**src/rtl/ahb_uart_access_sched_pkg.sv**
```systemverilog
// Shared types and constants for the AHB UART access scheduler: FSM encoding,
// AHB transfer types and status-register bit positions.
package ahb_uart_pkg;

  typedef enum logic [2:0] {
    ST_IDLE   = 3'd0,
    ST_S_ADDR = 3'd1,
    ST_S_DATA = 3'd2,
    ST_W_ADDR = 3'd3,
    ST_W_DATA = 3'd4,
    ST_ACK    = 3'd5,
    ST_R_ADDR = 3'd6,
    ST_R_DATA = 3'd7
  } state_e;

  localparam logic [1:0] HTRANS_IDLE   = 2'b00;
  localparam logic [1:0] HTRANS_NONSEQ = 2'b10;

  localparam int STAT_TX_FULL  = 0;
  localparam int STAT_RX_EMPTY = 1;

  function automatic logic is_addr_phase(input state_e s);
    return (s == ST_S_ADDR) || (s == ST_W_ADDR) || (s == ST_R_ADDR);
  endfunction

endpackage

```
**src/rtl/ahb_uart_access_sched_rr_arb2.sv**
```systemverilog
// Two-way round-robin arbiter. The pointer names the requester that wins a tie;
// after a requester is served the pointer moves to the other one.
module rr_arb2 (
  input  logic       clk_i,
  input  logic       rst_i,
  input  logic [1:0] req_i,
  input  logic       update_i,
  input  logic       served_i,
  output logic       grant_valid_o,
  output logic       grant_idx_o,
  output logic       ptr_o
);

  logic ptr_q;

  always_ff @(posedge clk_i or posedge rst_i) begin
    if (rst_i) begin
      ptr_q <= 1'b0;
    end else if (update_i) begin
      ptr_q <= ~served_i;
    end
  end

  always_comb begin
    grant_valid_o = |req_i;
    grant_idx_o   = req_i[ptr_q] ? ptr_q : ~ptr_q;
  end

  assign ptr_o = ptr_q;

endmodule

```
**src/rtl/ahb_uart_access_sched.sv**
```systemverilog
// AHB-Lite master sharing one UART slave between two byte-transmit requesters
// and a receive consumer; polls tx_full before every TX write, reads on uart_irq.
module ahb_uart_access_sched
  import ahb_uart_pkg::*;
#(
  parameter logic [31:0] DATA_ADDR = 32'h5100_0000,
  parameter logic [31:0] STAT_ADDR = 32'h5100_0004,
  parameter int unsigned MAX_POLLS = 16
) (
  input  logic        HCLK,
  input  logic        HRESET,
  input  logic [1:0]  tx_req,
  input  logic [7:0]  tx_byte0,
  input  logic [7:0]  tx_byte1,
  output logic [1:0]  tx_ack,
  output logic        tx_drop,
  input  logic        uart_irq,
  output logic        rx_valid,
  output logic [7:0]  rx_byte,
  output logic        HSEL,
  output logic [31:0] HADDR,
  output logic [1:0]  HTRANS,
  output logic        HWRITE,
  output logic [31:0] HWDATA,
  output logic        HREADY,
  input  logic        HREADYOUT,
  input  logic [31:0] HRDATA
);

  localparam int PW = (MAX_POLLS > 1) ? $clog2(MAX_POLLS) : 1;
  localparam logic [PW-1:0] POLL_LAST = PW'(MAX_POLLS - 1);

  state_e        state_q, state_d;
  logic          grant_q, grant_d;
  logic [7:0]    byte_q, byte_d;
  logic [PW-1:0] poll_q, poll_d;
  logic          drop_q, drop_d;
  logic          rx_valid_q;
  logic [7:0]    rx_byte_q;

  logic arb_valid, arb_idx, arb_ptr;
  logic rr_update;
  logic rx_capture;
  logic tx_busy;
  logic unused_hrdata;

  rr_arb2 u_arb (
    .clk_i         (HCLK),
    .rst_i         (HRESET),
    .req_i         (tx_req),
    .update_i      (rr_update),
    .served_i      (grant_q),
    .grant_valid_o (arb_valid),
    .grant_idx_o   (arb_idx),
    .ptr_o         (arb_ptr)
  );

  always_ff @(posedge HCLK or posedge HRESET) begin
    if (HRESET) begin
      state_q    <= ST_IDLE;
      grant_q    <= 1'b0;
      byte_q     <= 8'h00;
      poll_q     <= '0;
      drop_q     <= 1'b0;
      rx_valid_q <= 1'b0;
      rx_byte_q  <= 8'h00;
    end else begin
      state_q    <= state_d;
      grant_q    <= grant_d;
      byte_q     <= byte_d;
      poll_q     <= poll_d;
      drop_q     <= drop_d;
      rx_valid_q <= rx_capture;
      if (rx_capture) begin
        rx_byte_q <= HRDATA[7:0];
      end
    end
  end

  // Only one transfer is ever in flight, so no address phase overlaps a data phase.
  always_comb begin
    state_d    = state_q;
    grant_d    = grant_q;
    byte_d     = byte_q;
    poll_d     = poll_q;
    drop_d     = drop_q;
    rr_update  = 1'b0;
    rx_capture = 1'b0;
    case (state_q)
      ST_IDLE: begin
        if (uart_irq) begin
          state_d = ST_R_ADDR;
        end else if (arb_valid) begin
          grant_d = arb_idx;
          byte_d  = arb_idx ? tx_byte1 : tx_byte0;
          poll_d  = '0;
          drop_d  = 1'b0;
          state_d = ST_S_ADDR;
        end
      end
      ST_S_ADDR: if (HREADYOUT) state_d = ST_S_DATA;
      ST_S_DATA: begin
        if (HREADYOUT) begin
          if (!HRDATA[STAT_TX_FULL]) begin
            state_d = ST_W_ADDR;
          end else if (poll_q != POLL_LAST) begin
            poll_d  = poll_q + 1'b1;
            state_d = ST_S_ADDR;
          end else begin
            drop_d  = 1'b1;
            state_d = ST_ACK;
          end
        end
      end
      ST_W_ADDR: if (HREADYOUT) state_d = ST_W_DATA;
      ST_W_DATA: if (HREADYOUT) state_d = ST_ACK;
      ST_ACK: begin
        rr_update = 1'b1;
        state_d   = ST_IDLE;
      end
      ST_R_ADDR: if (HREADYOUT) state_d = ST_R_DATA;
      ST_R_DATA: begin
        if (HREADYOUT) begin
          rx_capture = 1'b1;
          state_d    = ST_IDLE;
        end
      end
      default: state_d = ST_IDLE;
    endcase
  end

  always_comb begin
    HTRANS  = is_addr_phase(state_q) ? HTRANS_NONSEQ : HTRANS_IDLE;
    HSEL    = (HTRANS == HTRANS_NONSEQ);
    HWRITE  = (state_q == ST_W_ADDR);
    HADDR   = 32'h0;
    if (state_q == ST_S_ADDR) begin
      HADDR = STAT_ADDR;
    end else if (state_q == ST_W_ADDR || state_q == ST_R_ADDR) begin
      HADDR = DATA_ADDR;
    end
    HWDATA  = (state_q == ST_W_DATA) ? {24'h0, byte_q} : 32'h0;
    HREADY  = HREADYOUT;
    tx_ack  = 2'b00;
    if (state_q == ST_ACK) begin
      tx_ack[grant_q] = 1'b1;
    end
    tx_drop = (state_q == ST_ACK) && drop_q;
  end

  assign rx_valid      = rx_valid_q;
  assign rx_byte       = rx_byte_q;
  assign tx_busy       = (state_q == ST_S_ADDR) || (state_q == ST_S_DATA) ||
                         (state_q == ST_W_ADDR) || (state_q == ST_W_DATA);
  assign unused_hrdata = ^{HRDATA[31:8], arb_ptr};

  // A granted requester keeps tx_req high until its tx_ack.
  tx_req_held_a: assert property (@(posedge HCLK) disable iff (HRESET)
    tx_busy |-> tx_req[grant_q]);

endmodule

```
**config.mk**
```make
export PLATFORM = sky130hd
export DESIGN_NAME = ahb_uart_access_sched
export DESIGN_NICKNAME = d
export VERILOG_FILES = /design/src/rtl/ahb_uart_access_sched_pkg.sv /design/src/rtl/ahb_uart_access_sched_rr_arb2.sv /design/src/rtl/ahb_uart_access_sched.sv
export SDC_FILE = /design/constraint.sdc
export NUM_CORES = 1
export LEC_CHECK = 0
export ABC_AREA = 1
export CAP_MARGIN = 5
export CORE_UTILIZATION = 28
export CTS_BUF_LIST = sky130_fd_sc_hd__clkbuf_4 sky130_fd_sc_hd__clkbuf_8
export DETAILED_ROUTE_END_ITERATION = 8
export PLACE_DENSITY = 0.67
export SYNTH_ARGS = -nofsm -noshare
export SYNTH_HDL_FRONTEND = slang
export SYNTH_SLANG_ARGS = --single-unit
```
**constraint.sdc**
```tcl
create_clock -name HCLK -period 1.5 [get_ports HCLK]
set_clock_uncertainty 0.1 [all_clocks]
set_input_delay 0.375 -clock HCLK [delete_from_list [all_inputs] [get_ports HCLK]]
set_output_delay 0.375 -clock HCLK [all_outputs]
set_load 0.02 [all_outputs]
```
==> flow_summary.yaml <==
status:
  outcome: "finished with violations"
  violations: "design-rule violations, negative setup slack"
power_and_ir_drop:
  swShare_pct: 47.5
  switchingPower_mw: 2.42
  vdd_ir_drop_max_v: 0.000811
  power.leakage_nw: 1.49
  cellPowerDensity_nw_per_um2: 1740
  seqPwrFrac_pct: 24.9
  p_int_mw: 2.68
  power_frac_comb_pct: 67.1
  pwr-share-clk_pct: 8.0
grt:
  grt_overflow: 0
  antenna_found_initial: 0
  grt_pass1_vias: 1573
  grt_max_degree: 28
  grtUsageTotal_pct: 12.2
  grt_first_pass_wirelength_mm: 7.04
cts:
  cts_buffer_depth: 2
  htreeDepth: 1
  clock_latency_ps: 270
  cts_hold_buf: 0
  cts_tree: "yes"
  cts_buffers: 3
  clk_pin_slew_ps: 90
  root_buffer: "clkbuf_8"
  cts_sinks: 27
timing:
  hold_viol: 0
  fin_ws_ps: -260
  tns_ps: -4260
  rsz0062_at_grt: "yes"
  fin_crit_ps: 1760
  period_share_pct: 117
  maxSlewViolCount: 0
  fmax_mhz: 568
  finalSetupViolCount: 22
setup_path:
  critPathArrivalTime_ps: 1290
  rr_startpoint: "state_q[0]$_DFFE_PP0P_"
  end_kind: "primary output"
  crit_slowest_cell: "dfrtp_1"
  critPathKind: "reg2out"
  r2r_slack_ps: -30
  cp-start-kind: "flip-flop"
  path_cells: "nor2_2 > nand2_4 > nor2_1 > buf_4"
  worstPathRequired_ps: 1020
  worst-path-max-fanout: 8
  critPathBufInv: 1
  crit_family: "flip-flops"
  slowest_delay_ps: 430
  cp-startpoint: "state_q[0]$_DFFE_PP0P_"
routing:
  via_per_inst: 4.07
  wl_per_cell_um: 10.9
  wirelength_mm: 4.58
  drt_pre_antenna_iters: 8
  drc: 9
  ant_nets: 0
  drtIter0Drc: 80
  routed-via-count: 1705
placement:
  io_buffers: 57
  dpl_cell_area_sq_um: 2500
  pre_cts_ws_ps: -522
  place.gp.congestion: 0.831
  hpwl_mm: 3.21
finish:
  stdcell_area_sq_um: 2930
  n_antenna_cell: 0
  drive_gt1_share_pct: 32.5
  syn2layout_area_growth_pct: 54.3
  nets: 398
flow_run:
  maxCapViolations: 0
logic_synthesis:
  avgSynthCellArea_sq_um: 7.40
  synth_warnings: 0
  syn-cell-area_sq_um: 1900
  ys_seq_elements: 27
  ys_seq_area_share_pct: 35.5
  synth_cells: 257
  synth_cell_types: 25
floorplanning:
  io_pins: 135
  core_area_sq_um: 6460
  die_w_um: 84.4
  die-area_sq_um: 7120
  fp.dieH_um: 84.4
  num_rows: 29
  start_util_pct: 29.4
hold_path:
  min-delay-path-class: "in2async"
## path summary, 6_finish.rpt
kind	to	depth (start not counted)
max	HWDATA[5]	4
max in group asynchronous	state_q[2]$_DFFE_PP0P_	3
min in group HCLK	rx_byte[6]$_DFFE_PP0P_	2
max reg2reg	poll_q[1]$_DFFE_PP0P_	9
min	byte_q[5]$_DFFE_PP0P_	3
min reg2reg	rx_byte[6]$_DFFE_PP0P_	2
## metal layers
| layer | GRT usage (%) | vias to the layer above | share of wire [%] |
|---|---|---|---|
| met2 | 20.8 | 68 | 51 |
| met4 | 4.47 | 0 | 1.6 |
| met1 | 15.5 | 775 | 42 |
| li1 | - | 855 | - |
| met3 | 2.16 | 7 | 4.9 |
| met5 | 0 | - | 0 |
## logic make-up after synthesis
kind of cell | Yosys count | synth area share [%]
buffers and inverters | 91 | 30.5
flip-flops | 27 | 35.5
other | 1 | 0.197
XOR/XNOR | 1 | 0.461
AO/OA/AOI/OAI | 32 | 8.76
AND/OR/NAND/NOR | 104 | 23.8
adder cells (fa/ha/maj) | 1 | 0.658
## registers in the layout, indices dropped and copies added, names as in the netlist
signal / cells
drop_q: 1
u_arb.ptr_o: 1
grant_q: 1
rx_valid: 1
state_q: 3
rx_byte: 8
byte_q: 8
poll_q: 4
## power by group through the flow
stage | sequential (mW) | clock, mW | combinational [mW]
after global routing | 1.31 | 0.450 | 3.70
after floorplan | 1.37 | 0 | 1.56
final | 1.27 | 0.408 | 3.42
after global placement | 1.25 | 0 | 2.69
after CTS | 1.26 | 0.420 | 3.11
after detailed placement | 1.25 | 0 | 2.72
## layout by cell type (no fill, tap or decap), types with 2 or more instances in the layout
cell type,instances
nand3_1,4
o21ai_0,11
a21oi_1,10
a21oi_2,7
dlymetal6s2s_1,2
nor2_1,22
nand2_4,10
clkinv_8,2
inv_1,24
dfrtp_1,26
o21ai_2,2
clkdlybuf4s15_1,2
nor2_2,7
nand2_1,37
inv_2,2
nand3_4,5
buf_6,20
conb_1,53
nand3_2,3
dlygate4sd2_1,9
clkinv_2,2
clkdlybuf4s50_1,25
buf_4,27
buf_12,2
nand2_2,4
clkbuf_8,3
nor2_4,8
## cells in the mapped netlist
library cell  number  area [sq um]
ha_1               1          12.5
inv_4              1          6.26
o21ai_2            1          8.76
xor2_1             1          8.76
conb_1             1          3.75
nand4_1            1          6.26
nand3b_1           1          7.51
a21oi_1           17          85.1
nor2_2             1          6.26
o21ai_0           13          65.1
buf_4             57           428
nand2_2            2          12.5
nor3b_1            1          7.51
o31ai_1            1          7.51
buf_6              3          33.8
nand3_2            2          20.0
clkinv_1           1          3.75
inv_1             25          93.8
nand3_1           10          50.1
nand2_4            1          11.3
nor3_4             1          16.3
nand2_1           48           180
inv_2              4          15.0
dfrtp_1           27           676
nor2_1            36           135
## metrics by stage
step	util [%]	std cells	hold slack (ps)	power, mW
2_1_floorplan	-	309	328	2.93
3_5_place_dp	38.8	406	425	3.98
3_3_place_gp	38.8	406	410	3.94
5_1_grt	45.4	419	353	5.46
4_1_cts	42.2	415	325	4.78
6_report	45.4	419	317	5.10
## area by class of cell
type | count | area (sq um)
Fill cell | 627 | 3530
Multi-Input combinational cell | 192 | 1110
Timing Repair Buffer | 87 | 842
Sequential cell | 27 | 677
Inverter | 31 | 150
Tap cell | 77 | 96.3
Clock buffer | 3 | 41.3
Timing Repair inverter | 1 | 11.3
Clock inverter | 1 | 5.00
## worst register-to-register path, cell delays in order (launching register included)
cell      delay (ps)
dfrtp_1          430
nor2_2           190
buf_4            150
nand2_4           70
clkinv_8          80
nand2_8          100
buf_6            170
nand2_4           80
nand2_1           50
nand2_1           60
## repair_timing
item                                    4_1_cts  5_1_grt
cloned                                        1        1
resized for setup                           159       49
pin swaps                                    11       18
endpoints found under the setup margin       42       40
setup buffers                                 5        4
Note: power is estimated with default switching activity, not from simulation.
